<file path="src/rtl/rf_wb_ctrl.sv">
// rtl/rf_wb_ctrl.sv - register-file writeback arbiter with LSU FIFO and load scoreboard
module rf_wb_ctrl #(
  parameter int DEPTH = 4,
  parameter int AW    = 5,
  parameter int DW    = 32
) (
  input  logic          clk_i,
  input  logic          rst_ni,
  input  logic          alu_we_i,
  input  logic [AW-1:0] alu_addr_i,
  input  logic [DW-1:0] alu_data_i,
  input  logic          lsu_valid_i,
  output logic          lsu_ready_o,
  input  logic [AW-1:0] lsu_addr_i,
  input  logic [DW-1:0] lsu_data_i,
  input  logic          issue_i,
  input  logic [AW-1:0] issue_addr_i,
  output logic          rf_we_o,
  output logic [AW-1:0] rf_waddr_o,
  output logic [DW-1:0] rf_wdata_o,
  output logic [31:0]   pending_o,
  output logic [2:0]    fifo_count_o
);

  localparam int         PW      = (DEPTH > 1) ? $clog2(DEPTH) : 1;
  localparam logic [2:0] DEPTH_C = 3'(DEPTH);
  localparam logic [PW-1:0] LAST_PTR = PW'(DEPTH - 1);

  // FIFO storage and bookkeeping
  logic [AW-1:0] fifo_addr_q [DEPTH];
  logic [DW-1:0] fifo_data_q [DEPTH];
  logic [PW-1:0] wr_ptr_q;
  logic [PW-1:0] rd_ptr_q;
  logic [2:0]    count_q;

  // Scoreboard and registered write port
  logic [31:0]   pending_q;
  logic          rf_we_q;
  logic [AW-1:0] rf_waddr_q;
  logic [DW-1:0] rf_wdata_q;

  // Per-cycle decisions
  logic          push;
  logic          pop;
  logic          alu_sel;
  logic          fifo_empty;
  logic [AW-1:0] head_addr;
  logic [DW-1:0] head_data;
  logic          we_d;
  logic [AW-1:0] waddr_d;
  logic [DW-1:0] wdata_d;
  logic [31:0]   set_mask;
  logic [31:0]   clr_mask;
  logic [31:0]   pending_d;
  logic [PW-1:0] wr_ptr_inc;
  logic [PW-1:0] rd_ptr_inc;

  // Ready is gated by reset so an LSU offer is never taken while the block is held in reset.
  assign lsu_ready_o = rst_ni && (count_q < DEPTH_C);
  assign push        = lsu_valid_i && lsu_ready_o;
  assign fifo_empty  = (count_q == 3'd0);
  assign alu_sel     = alu_we_i && (alu_addr_i != '0);
  // A discarded x0 ALU request does not steal the port from the FIFO.
  assign pop         = !alu_sel && !fifo_empty;
  assign head_addr   = fifo_addr_q[rd_ptr_q];
  assign head_data   = fifo_data_q[rd_ptr_q];

  // Pointers wrap explicitly so non-power-of-two depths also work.
  assign wr_ptr_inc = (wr_ptr_q == LAST_PTR) ? '0 : wr_ptr_q + 1'b1;
  assign rd_ptr_inc = (rd_ptr_q == LAST_PTR) ? '0 : rd_ptr_q + 1'b1;

  // Select the write for the next edge: ALU first, then FIFO head; x0 targets never write.
  always_comb begin
    we_d    = 1'b0;
    waddr_d = rf_waddr_q;
    wdata_d = rf_wdata_q;
    if (alu_sel) begin
      we_d    = 1'b1;
      waddr_d = alu_addr_i;
      wdata_d = alu_data_i;
    end else if (pop && (head_addr != '0)) begin
      we_d    = 1'b1;
      waddr_d = head_addr;
      wdata_d = head_data;
    end
  end

  // Scoreboard update: clear on pop, set on issue, set applied last so it wins a same-register race.
  always_comb begin
    set_mask = '0;
    clr_mask = '0;
    if (issue_i && (issue_addr_i != '0)) begin
      set_mask = 32'd1 << issue_addr_i;
    end
    if (pop && (head_addr != '0)) begin
      clr_mask = 32'd1 << head_addr;
    end
    pending_d = ((pending_q & ~clr_mask) | set_mask) & ~32'd1;
  end

  // FIFO pointers, occupancy and entry storage.
  always_ff @(posedge clk_i or negedge rst_ni) begin
    if (!rst_ni) begin
      wr_ptr_q <= '0;
      rd_ptr_q <= '0;
      count_q  <= 3'd0;
      for (int i = 0; i < DEPTH; i++) begin
        fifo_addr_q[i] <= '0;
        fifo_data_q[i] <= '0;
      end
    end else begin
      if (push) begin
        fifo_addr_q[wr_ptr_q] <= lsu_addr_i;
        fifo_data_q[wr_ptr_q] <= lsu_data_i;
        wr_ptr_q              <= wr_ptr_inc;
      end
      if (pop) begin
        rd_ptr_q <= rd_ptr_inc;
      end
      count_q <= count_q + 3'(push) - 3'(pop);
    end
  end

  // Registered write port; address and data hold when nothing is written.
  always_ff @(posedge clk_i or negedge rst_ni) begin
    if (!rst_ni) begin
      rf_we_q    <= 1'b0;
      rf_waddr_q <= '0;
      rf_wdata_q <= '0;
    end else begin
      rf_we_q    <= we_d;
      rf_waddr_q <= waddr_d;
      rf_wdata_q <= wdata_d;
    end
  end

  // Outstanding-load scoreboard register.
  always_ff @(posedge clk_i or negedge rst_ni) begin
    if (!rst_ni) begin
      pending_q <= '0;
    end else begin
      pending_q <= pending_d;
    end
  end

  assign rf_we_o      = rf_we_q;
  assign rf_waddr_o   = rf_waddr_q;
  assign rf_wdata_o   = rf_wdata_q;
  assign pending_o    = pending_q;
  assign fifo_count_o = count_q;

endmodule

</file>
<file path="config.mk">
export PLATFORM = sky130hd
export DESIGN_NAME = rf_wb_ctrl
export DESIGN_NICKNAME = d
export VERILOG_FILES = /design/src/rtl/rf_wb_ctrl.sv
export SDC_FILE = /design/constraint.sdc
export NUM_CORES = 1
export LEC_CHECK = 0
export BUFFER_PORTS_ARGS = -buffer_cell sky130_fd_sc_hd__buf_4
export CAP_MARGIN = 20
export CORE_MARGIN = 1
export CORE_UTILIZATION = 46
export DETAILED_ROUTE_END_ITERATION = 10
export PLACE_DENSITY = 0.75
export SETUP_SLACK_MARGIN = 0.15
export SLEW_MARGIN = 20
export SYNTH_ARGS = -nofsm -noshare
export SYNTH_HDL_FRONTEND = slang
export SYNTH_SLANG_ARGS = --single-unit
</file>
<file path="constraint.sdc">
create_clock -name clk_i -period 4.35 [get_ports clk_i]
set_input_delay 0.6525 -clock clk_i [delete_from_list [all_inputs] [get_ports clk_i]]
set_output_delay 0.6525 -clock clk_i [all_outputs]
set_load 0.03 [all_outputs]
</file>
==> Word level (Yosys, flattened, before mapping) <==
Index checks and enable logic that the tools add are counted.
{ "op_classes": {"add_sub_neg": 4, "order_cmp": 4, "n_eq_ne": 2, "shift": 2, "mux": 22, "bitwise_logic": 5, "reduce_logical": 14} }
{ "ops": {"columns": ["op", "n"], "rows": [
  ["$mux 32", 7],
  ["$bwmux 128", 1],
  ["$bmux 32 s2", 1],
  ["$demux 32 s2", 1],
  ["$shl 1x5->32 const A", 2],
  ["$and 32x32->32", 1],
  ["$not 32->32", 1],
  ["$or 32x32->32", 1],
  ["$mux 5", 5],
  ["$bwmux 20", 1],
  ["$reduce_bool 5->1", 3],
  ["$bmux 5 s2", 1],
  ["$demux 5 s2", 1],
  ["$logic_and 1x1->1", 7],
  ["$ge 3x3->1 const B", 2],
  ["$not 2->3", 2],
  ["$add 2x1->2 const B", 2],
  ["$eq 2x2->1 const B", 2],
  ["$mux 2", 2],
  ["$add 3x1->3", 1],
  ["$logic_not 3->1", 1],
  ["$lt 3x1->1 const B", 1],
  ["$lt 3x3->1 const B", 1],
  ["$sub 3x1->3", 1],
  ["3 further kinds", 5]
]} }
{ "word_totals": {"reg_bits": 224, "input_bits": 84, "out_inout_bits": 74, "word_cells": 68} }

==> Longest topological paths before layout <==
Gate-level depths: netlist of the first run.
{ "logic_depth": {"depth_word": 10, "ltp_mapped": 11} }

==> Worst setup path after synthesis of the first run <==
No wires, ideal clock.
{ "synth_timing": {"kind": "input-to-reg", "start": "in alu_addr_i[1]", "end": "reg count_q[2], in the netlist fifo_count_o[2]", "t_arrival_ps": 2820, "required_ps": 4216, "path_slack_ps": 1396, "path_stages": 10, "cell_sequence": "or4_1 -> o21ai_1 -> and2_1 -> ha_1 -> inv_1 -> ha_1 -> inv_1 -> fa_1 -> xnor2_1 -> xnor2_1"} }
{ "synth_between": {"elab_chain_len": 5} }
{ "synth_lines": {"columns": ["item", "line_no", "rtl"], "rows": [
  ["start: declaration", "10", "input logic [AW-1:0] alu_addr_i,"],
  ["$reduce_bool 5->1", "62", "assign alu_sel = alu_we_i && (alu_addr_i != '0);"],
  ["$logic_and 1x1->1", "62", null],
  ["$logic_not 1->1", "64", "assign pop = !alu_sel && !fifo_empty;"],
  ["$logic_and 1x1->1", "64", null],
  ["net pop", "44", "logic pop;"],
  ["$sub 3x1->3", "120", "count_q <= count_q + 3'(push) - 3'(pop);"],
  ["end signal: assignment", "120", null],
  ["end: declaration", "34", "logic [2:0] count_q;"]
]} }
The timed path passes the listed nets, and every way through them passes these cells.
A chain may end at the register's enable or synchronous reset.

==> Worst setup path in the final report of the first run <==
{ "layout_timing": {"start": "reg rd_ptr_q[0]", "end": "reg rf_wdata_q[1], in the netlist rf_wdata_o[1]"} }
{ "layout_between": {"elab_chain_len": 7, "elab_cells_between_ends": 12} }
{ "layout_lines": {"columns": ["item", "line_no", "rtl"], "rows": [
  ["start: declaration", "33", "logic [PW-1:0] rd_ptr_q;"],
  ["start signal: assignment", "118", "rd_ptr_q <= rd_ptr_inc;"],
  ["$not 2->3 (not written as such) *", "65, 66", null],
  ["$bmux 5 s2", "65", "assign head_addr = fifo_addr_q[rd_ptr_q];"],
  ["$mux 5 (not written as such) (2 in series)", "65", null],
  ["$reduce_bool 5->1", "81", "end else if (pop && (head_addr != '0)) begin"],
  ["$logic_and 1x1->1", "81", null],
  ["$reduce_bool 2->1 (no line)", null, null],
  ["end signal: assignment", "133", "rf_wdata_q <= wdata_d;"],
  ["end: declaration", "40", "logic [DW-1:0] rf_wdata_q;"]
]} }
Every way passes the cells marked *; elsewhere a longest branch is shown, timed or not. The select of a mux whose other input is x is not followed.

==> load_flow_metrics.sql, run 1 <==
INSERT INTO impl_metrics (metric_group, metric, value, unit) VALUES
('status', 'status', 'finished clean', ''),
('global_route', 'grt_pass1_wl', '36100', 'um'),
('synthesis', 'number_of_synthesized_flops_with_an_enable_pin', '0', ''),
('sta', 'hold_viol_final', '0', ''),
('sta', 'max_slew.worst_pin.slew', '1100', 'ps'),
('worst_setup_path', 'cell_type_group_with_the_largest_total_delay_on_the_critical_path', 'compound AO/OA/AOI/OAI gates', ''),
('worst_setup_path', 'reg2reg_to', 'rf_wdata_o[1]$_DFFE_PN0P_', ''),
('sta', 'fin_setup_tns', '0', 'ps'),
('worst_setup_path', 'crit_path_max_incr_delay', '690', 'ps'),
('drt', 'drt_pre_antenna_iters', '5', ''),
('synthesis', 'postSynthCellCount', '723', ''),
('clocking', 'cts.sink_count', '224', ''),
('global_route', 'grt_overflow_total', '0', ''),
('floorplanning', 'fp.coreArea', '20500', 'um2'),
('drt', 'route.final.wire_length', '22300', 'um'),
('sta', 'maxSlewViolCount', '0', ''),
('clocking', 'clock_latency', '510', 'ps'),
('worst_setup_path', 'worstSetupPathType', 'reg2reg', ''),
('job', 'max_cap_viol_count', '0', ''),
('worst_setup_path', 'critPathLaunchType', 'flip-flop', ''),
('sta', 'maxClockFrequency', '359', 'MHz'),
('synthesis', 'seq_area_frac_synth', '0.576', ''),
('layout', 'post_route_cells_drive_above_1_share', '0.448', ''),
('layout', 'fillCellCount', '1664', ''),
('worst_setup_path', 'reg2reg_setup_slack', '1570', 'ps'),
('sta', 'rsz_0062_raised_after_global_routing', 'no', ''),
('synthesis', 'postSynthAreaPerCell', '13.5', 'um2'),
('worst_setup_path', 'reg2regPathDepth', '5', ''),
('worst_setup_path', 'reg2reg_from', 'rd_ptr_q[0]$_DFFE_PN0P_', ''),
('floorplanning', 'ioPinCount', '158', ''),
('worst_setup_path', 'crit_arrival', '3170', 'ps'),
('layout', 'syn2layout_area_growth', '23.1', '%'),
('sta', 'max-slew-margin-rel', '0.267', ''),
('floorplanning', 'start_util', '0.475', ''),
('synthesis', 'commonest_register_cell_after_synthesis', 'sky130_fd_sc_hd__dfrtp_1', ''),
('global_route', 'first_global_vias', '6763', ''),
('global_route', 'combined_global_route_utilization_of_all_metal_layers', '0.210', ''),
('clocking', 'clock_tree_from_tritoncts', 'yes', ''),
('synthesis', 'post_syn_area', '9740', 'um2'),
('layout', 'mostFrequentLayoutCell', 'sky130_fd_sc_hd__dfrtp_1', ''),
('sta', 'timing.clock.skew', '8.82', 'ps'),
('floorplanning', 'die-area', '21800', 'um2'),
('floorplanning', 'die_x', '148', 'um'),
('synthesis', 'synth-seq-cells', '224', ''),
('placement', 'placement.cell_area', '11200', 'um2'),
('drt', 'drcViolationCount', '0', ''),
('worst_setup_path', 'timing.critical_path.to_type', 'flip-flop', ''),
('worst_setup_path', 'worstPathBufferInverterCount', '1', ''),
('layout', 'regArea', '5610', 'um2'),
('hold_path', 'min_path_type', 'in2async', ''),
('drt', 'wl_per_cell', '19.1', 'um'),
('synthesis', 'yosysUniqueCellTypes', '33', ''),
('synthesis', 'synth-async-reset-ratio', '1.00', ''),
('synthesis', 'synth_warnings', '0', ''),
('clocking', 'cts_made_buffers', '24', ''),
('worst_setup_path', 'crit_fanout', '32', ''),
('layout', 'layout.cells.most_common_list', '222 x sky130_fd_sc_hd__dfrtp_1, 165 x sky130_fd_sc_hd__buf_4, 150 x sky130_fd_sc_hd__mux2_2', ''),
('clocking', 'cts.reportedPaths.clkPinSlew', '60', 'ps'),
('pwr', 'power_per_cell_area', '822', 'nW/um2'),
('layout', 'finalInstanceArea', '12000', 'um2'),
('drt', 'post_drt_via_cell_ratio', '5.57', ''),
('clocking', 'clockBufferDepth', '3', ''),
('placement', 'portBuffers', '156', ''),
('pwr', 'max-vdd-ir-drop', '0.438', 'mV'),
('pwr', 'power.leakage', '5.36', 'nW'),
('drt', 'iteration_0_drc_count_of_the_detailed_router', '281', ''),
('worst_setup_path', 'cp_max_stage_cell', 'sky130_fd_sc_hd__mux4_2', ''),
('worst_setup_path', 'path_common_cell', 'sky130_fd_sc_hd__a21oi_1', ''),
('placement', 'final_replace_weighted_congestion', '0.783', ''),
('layout', 'multi_input_area', '3930', 'um2'),
('clocking', 'postCtsSetupBuffers', '0', '');
## report_power, final
part / switching (W) / internal [W]
Combinational: 0.00221 / 0.00197
Sequential: 0.000575 / 0.00312
Clock: 0.000798 / 0.00120
Total: 0.00358 / 0.00628
## Yosys cell counts (3+ instances only)
master	instances	area share
sky130_fd_sc_hd__nand4_1	5	0.0032
sky130_fd_sc_hd__mux2_2	150	0.17
sky130_fd_sc_hd__o21ai_0	67	0.034
sky130_fd_sc_hd__clkbuf_1	21	0.0081
sky130_fd_sc_hd__a2bb2oi_1	3	0.0027
sky130_fd_sc_hd__dfrtp_1	224	0.58
sky130_fd_sc_hd__nor2b_1	5	0.0032
sky130_fd_sc_hd__nand2_1	48	0.018
sky130_fd_sc_hd__nor2_1	40	0.015
sky130_fd_sc_hd__nand3_1	5	0.0026
sky130_fd_sc_hd__inv_1	8	0.0031
sky130_fd_sc_hd__ha_1	7	0.0090
sky130_fd_sc_hd__buf_1	8	0.0031
sky130_fd_sc_hd__mux4_2	37	0.086
sky130_fd_sc_hd__nand2b_1	3	0.0019
sky130_fd_sc_hd__a21oi_1	64	0.033
sky130_fd_sc_hd__buf_6	7	0.0081
## per-stage QoR
step	util	power (W)	worst slack, ps	std cells	hold slack [ps]
2_1_floorplan	-	0.00662	1400	723	357
3_3_place_gp	0.544	0.00776	1320	1121	481
3_5_place_dp	0.544	0.00789	1290	1121	490
4_1_cts	0.582	0.00992	1570	1164	14.5
5_1_grt	0.585	0.0104	1410	1166	29.0
6_report	0.585	0.00986	1570	1166	15.9
## how the worst max path moves through the flow
stage | endpoint | cells past startpoint | from | slack (ps)
after floorplan | fifo_count_o[2]$_DFF_PN0_ | 10 | alu_addr_i[1] | 1400
after global placement | fifo_count_o[2]$_DFF_PN0_ | 11 | alu_addr_i[1] | 1320
after detailed placement | fifo_count_o[2]$_DFF_PN0_ | 11 | alu_addr_i[1] | 1290
after CTS | rf_waddr_o[1]$_DFFE_PN0P_ | 6 | rd_ptr_q[0]$_DFFE_PN0P_ | 1570
after global routing | rf_wdata_o[29]$_DFFE_PN0P_ | 5 | rd_ptr_q[0]$_DFFE_PN0P_ | 1410
final | rf_wdata_o[1]$_DFFE_PN0P_ | 5 | rd_ptr_q[0]$_DFFE_PN0P_ | 1570
## cells by family after synthesis
family                     Yosys count  synth area share
xor gates and xnor gates             2           0.00180
buffers and inverters               46            0.0236
adders and majority gates            8            0.0110
DFF                                224             0.576
muxes                              187             0.259
other                                1          0.000385
and+or+nand+nor                    115            0.0515
AOI/OAI and AO/OA                  140            0.0771
## sequential cells by signal (all words and copies together), names as in the netlist
name	cells
fifo_data_q	128
rf_wdata_o	32
pending_o	31
fifo_addr_q	20
rf_waddr_o	5
fifo_count_o	3
rd_ptr_q	2
wr_ptr_q	2
rf_we_o	1
## layout make-up
class | count | share of cell area
Clock buffer | 37 | 0.0601
Sequential cell | 224 | 0.468
Clock inverter | 6 | 0.00480
Timing Repair Buffer | 168 | 0.109
Multi-Input combinational cell | 453 | 0.327
Tap cell | 270 | 0.0282
Inverter | 8 | 0.00250
## layer usage
| layer | wire [um] | part of all wire | up-vias | global-route usage |
|---|---|---|---|---|
| met3 | 1370 | 0.061 | 39 | 0.0370 |
| met4 | 371 | 0.017 | 0 | 0.0459 |
| li1 | - | - | 2922 | - |
| met2 | 10700 | 0.48 | 212 | 0.351 |
| met1 | 9870 | 0.44 | 3326 | 0.289 |
| met5 | 0 | 0 | - | 0 |
Note: power is estimated with default switching activity, not from simulation.
==> run 2: changes to the inputs <==
Clock period 4.35 ns to 2.7 ns, I/O delays scaled along.
==> run 2 against run 1 <==
Compared with the run above: the run now ends with hold timing left; sequential power is 62% higher; non-clock buffer count is 18 higher; via count is 1.0% higher; wire length is 3.6% higher; cell count is 1.5% higher; clock-buffer cell count is 1 lower; global-route usage is 0.53 points higher; final area is 1.9% higher; critical endpoint is now rf_wdata_o[18]$_DFFE_PN0P_; largest power group unchanged.
==> load_flow_metrics.sql, run 2 (synthesis gave the netlist of run 1 again) <==
INSERT INTO impl_metrics (metric_group, metric, value, unit) VALUES
('layout', 'largest_register_ffs', '128', ''),
('layout', 'finish.cell_count_without_fillers', '1184', ''),
('floorplanning', 'ioPinCount', '158', ''),
('sta', 'fin_setup_tns', '0', 'ps'),
('drt', 'wl_per_cell', '19.5', 'um'),
('worst_setup_path', 'cp_max_stage_cell', 'sky130_fd_sc_hd__o31a_2', ''),
('clocking', 'cts.sink_count', '224', ''),
('drt', 'routed-via-count', '6564', ''),
('pwr', 'power_per_cell_area', '1340', 'nW/um2'),
('clocking', 'cts-hold-fix-buffers', '0', ''),
('pwr', 'swShare', '0.362', ''),
('clocking', 'clockBufferDepth', '3', ''),
('global_route', 'grt_overflow_total', '0', ''),
('sta', 'timing.clock.skew', '16.3', 'ps'),
('sta', 'hold-worst-slack', '-62.6', 'ps'),
('pwr', 'internal-power', '0.0105', 'W'),
('placement', 'dp_hpwl', '14800', 'um'),
('layout', 'post_route_cells_drive_above_1_share', '0.467', ''),
('floorplanning', 'start_util', '0.475', ''),
('worst_setup_path', 'reg2reg_to', 'rf_wdata_o[18]$_DFFE_PN0P_', ''),
('layout', 'syn2layout_area_growth', '25.4', '%'),
('worst_setup_path', 'reg2reg_setup_slack', '240', 'ps'),
('sta', 'hold_viol_final', '21', ''),
('layout', 'max_flop_register', 'fifo_data_q', ''),
('worst_setup_path', 'crit_arrival', '2850', 'ps'),
('global_route', 'largest_net_degree_at_the_start_of_global_routing', '151', ''),
('sta', 'maxClockFrequency', '406', 'MHz'),
('pwr', 'clock_power_share', '0.203', ''),
('pwr', 'fraction_of_power_consumed_by_sequential_logic', '0.363', ''),
('status', 'violations', 'hold timing', ''),
('clocking', 'h-tree-depth', '1', ''),
('layout', 'final_net_count', '990', ''),
('worst_setup_path', 'path_common_cell', 'sky130_fd_sc_hd__a21oi_1', ''),
('floorplanning', 'fp-row-count', '52', ''),
('worst_setup_path', 'timing.critical_path.to_type', 'flip-flop', ''),
('sta', 'period_share', '0.912', ''),
('sta', 'max_slew.worst_pin.slew', '914', 'ps'),
('worst_setup_path', 'crit_path_max_incr_delay', '550', 'ps'),
('drt', 'antenna_violating_nets_left', '0', ''),
('drt', 'route.final.wire_length', '23100', 'um'),
('sta', 'layout_min_cycle_time', '2460', 'ps'),
('pwr', 'pwr-share-comb', '0.434', ''),
('hold_path', 'min_path_type', 'in2async', ''),
('worst_setup_path', 'reg2regPathDepth', '5', ''),
('floorplanning', 'die_x', '148', 'um'),
('worst_setup_path', 'reg2reg_from', 'rd_ptr_q[0]$_DFFE_PN0P_', ''),
('worst_setup_path', 'worstPathRequired', '3090', 'ps'),
('clocking', 'clock_latency', '520', 'ps'),
('pwr', 'max-vdd-ir-drop', '0.772', 'mV'),
('worst_setup_path', 'critPathLaunchType', 'flip-flop', ''),
('sta', 'rsz_0062_raised_after_global_routing', 'no', ''),
('floorplanning', 'chip_height', '148', 'um'),
('sta', 'max-slew-margin-rel', '0.390', ''),
('job', 'max_cap_viol_count', '0', ''),
('worst_setup_path', 'crit_path_cell_trace', 'mux4_2 > or3_4 > o31a_2 > a21oi_1 > a21oi_1', ''),
('global_route', 'antenna_found_initial', '0', ''),
('clocking', 'cts.reportedPaths.clkPinSlew', '60', 'ps'),
('layout', 'mostFrequentLayoutCell', 'sky130_fd_sc_hd__dfrtp_1', ''),
('sta', 'finalSetupViolCount', '0', ''),
('layout', 'layout.cells.most_common_list', '221 x sky130_fd_sc_hd__dfrtp_1, 179 x sky130_fd_sc_hd__buf_4, 150 x sky130_fd_sc_hd__mux2_2', ''),
('clocking', 'clock-root-buffer', 'sky130_fd_sc_hd__clkbuf_16', ''),
('drt', 'drt_pre_antenna_iters', '4', ''),
('placement', 'post-place-cells', '1136', ''),
('clocking', 'cts_made_buffers', '24', ''),
('global_route', 'grt_pass1_wl', '37000', 'um'),
('worst_setup_path', 'worstSetupPathType', 'reg2reg', ''),
('placement', 'portBuffers', '156', ''),
('drt', 'post_drt_via_cell_ratio', '5.54', ''),
('layout', 'antenna_cells', '0', ''),
('worst_setup_path', 'crit_fanout', '16', ''),
('drt', 'drcViolationCount', '0', ''),
('global_route', 'first_global_vias', '6939', ''),
('placement', 'final_replace_weighted_congestion', '0.780', ''),
('floorplanning', 'die-area', '21800', 'um2'),
('pwr', 'power.leakage', '5.48', 'nW'),
('layout', 'fillCellCount', '1653', ''),
('drt', 'iteration_0_drc_count_of_the_detailed_router', '290', ''),
('floorplanning', 'fp.coreArea', '20500', 'um2'),
('clocking', 'clock_tree_from_tritoncts', 'yes', ''),
('global_route', 'combined_global_route_utilization_of_all_metal_layers', '0.216', ''),
('status', 'status', 'finished, violations left', ''),
('sta', 'maxSlewViolCount', '0', ''),
('pwr', 'power.net_switching', '0.00595', 'W');
run 2: cell count changes in the layout (fill, tap and decap cells not counted), moves of 2 or more:
cell	previous run	this run
sky130_fd_sc_hd__buf_4	165	179
sky130_fd_sc_hd__buf_16	2	0
sky130_fd_sc_hd__clkbuf_1	7	5
sky130_fd_sc_hd__buf_12	0	5
run 2: repair_timing:
action	CTS	global route
cloned	0	1
setup buffers	0	5
gates resized for setup	1	1
pin swaps	0	2
setup endpoints to repair	2	25
endpoints found under the hold margin	0	0
run 2: cell type report:
| type | count | area, um2 | area share |
|---|---|---|---|
| timing repair buffer | 186 | 1470 | 0.121 |
| multi-input combinational | 454 | 3950 | 0.324 |
| tap | 270 | 338 | 0.0277 |
| sequential | 224 | 5610 | 0.459 |
| inverter | 8 | 30.0 | 0.00246 |
| clock buffer | 36 | 727 | 0.0595 |
| clock inverter | 6 | 82.6 | 0.00676 |
run 2: power by group through the flow:
stage          Sequential, W  Combinational [W]  Clock [W]
2_1_floorplan        0.00677            0.00391          0
3_3_place_gp         0.00592            0.00678          0
3_5_place_dp         0.00600            0.00694          0
4_1_cts              0.00596            0.00698    0.00340
5_1_grt              0.00615            0.00766    0.00353
6_report             0.00596            0.00712    0.00334
run 2: metal layers:
| metal | global-route usage | part of all wire | vias to the layer above |
|---|---|---|---|
| met5 | 0 | 0 | - |
| met2 | 0.356 | 0.48 | 199 |
| met1 | 0.298 | 0.44 | 3364 |
| met3 | 0.0404 | 0.061 | 28 |
| li1 | - | - | 2973 |
| met4 | 0.0454 | 0.015 | 0 |
run 2: metrics by stage:
stage / setup WS, ps / instance area, um2 / util / power [W]
finish: 236 / 12200 / 0.596 / 0.0164
global route: 148 / 12200 / 0.596 / 0.0173
CTS: 183 / 12200 / 0.593 / 0.0163
detailed placement: 63.6 / 11300 / 0.554 / 0.0129
global placement: 68.5 / 11300 / 0.554 / 0.0127
floorplan: 186 / 9770 / - / 0.0107
run 2: how the worst max path moves through the flow:
stage	startpoint	to	slack, ps
final	rd_ptr_q[0]$_DFFE_PN0P_	rf_wdata_o[18]$_DFFE_PN0P_	240
after global routing	rd_ptr_q[0]$_DFFE_PN0P_	rf_wdata_o[5]$_DFFE_PN0P_	150
after CTS	rd_ptr_q[0]$_DFFE_PN0P_	rf_wdata_o[9]$_DFFE_PN0P_	180
after detailed placement	alu_addr_i[1]	pending_o[2]$_DFF_PN0_	60
after global placement	alu_addr_i[1]	fifo_count_o[2]$_DFF_PN0_	70
after floorplan	fifo_count_o[1]$_DFF_PN0_	fifo_count_o[2]$_DFF_PN0_	190
run 2: worst max-delay path: cells and delay by family (launching register included):
family          cells  cell delay (ps)
simple gates        1              470
mux                 1              540
compound gates      3              870
flops               1              450
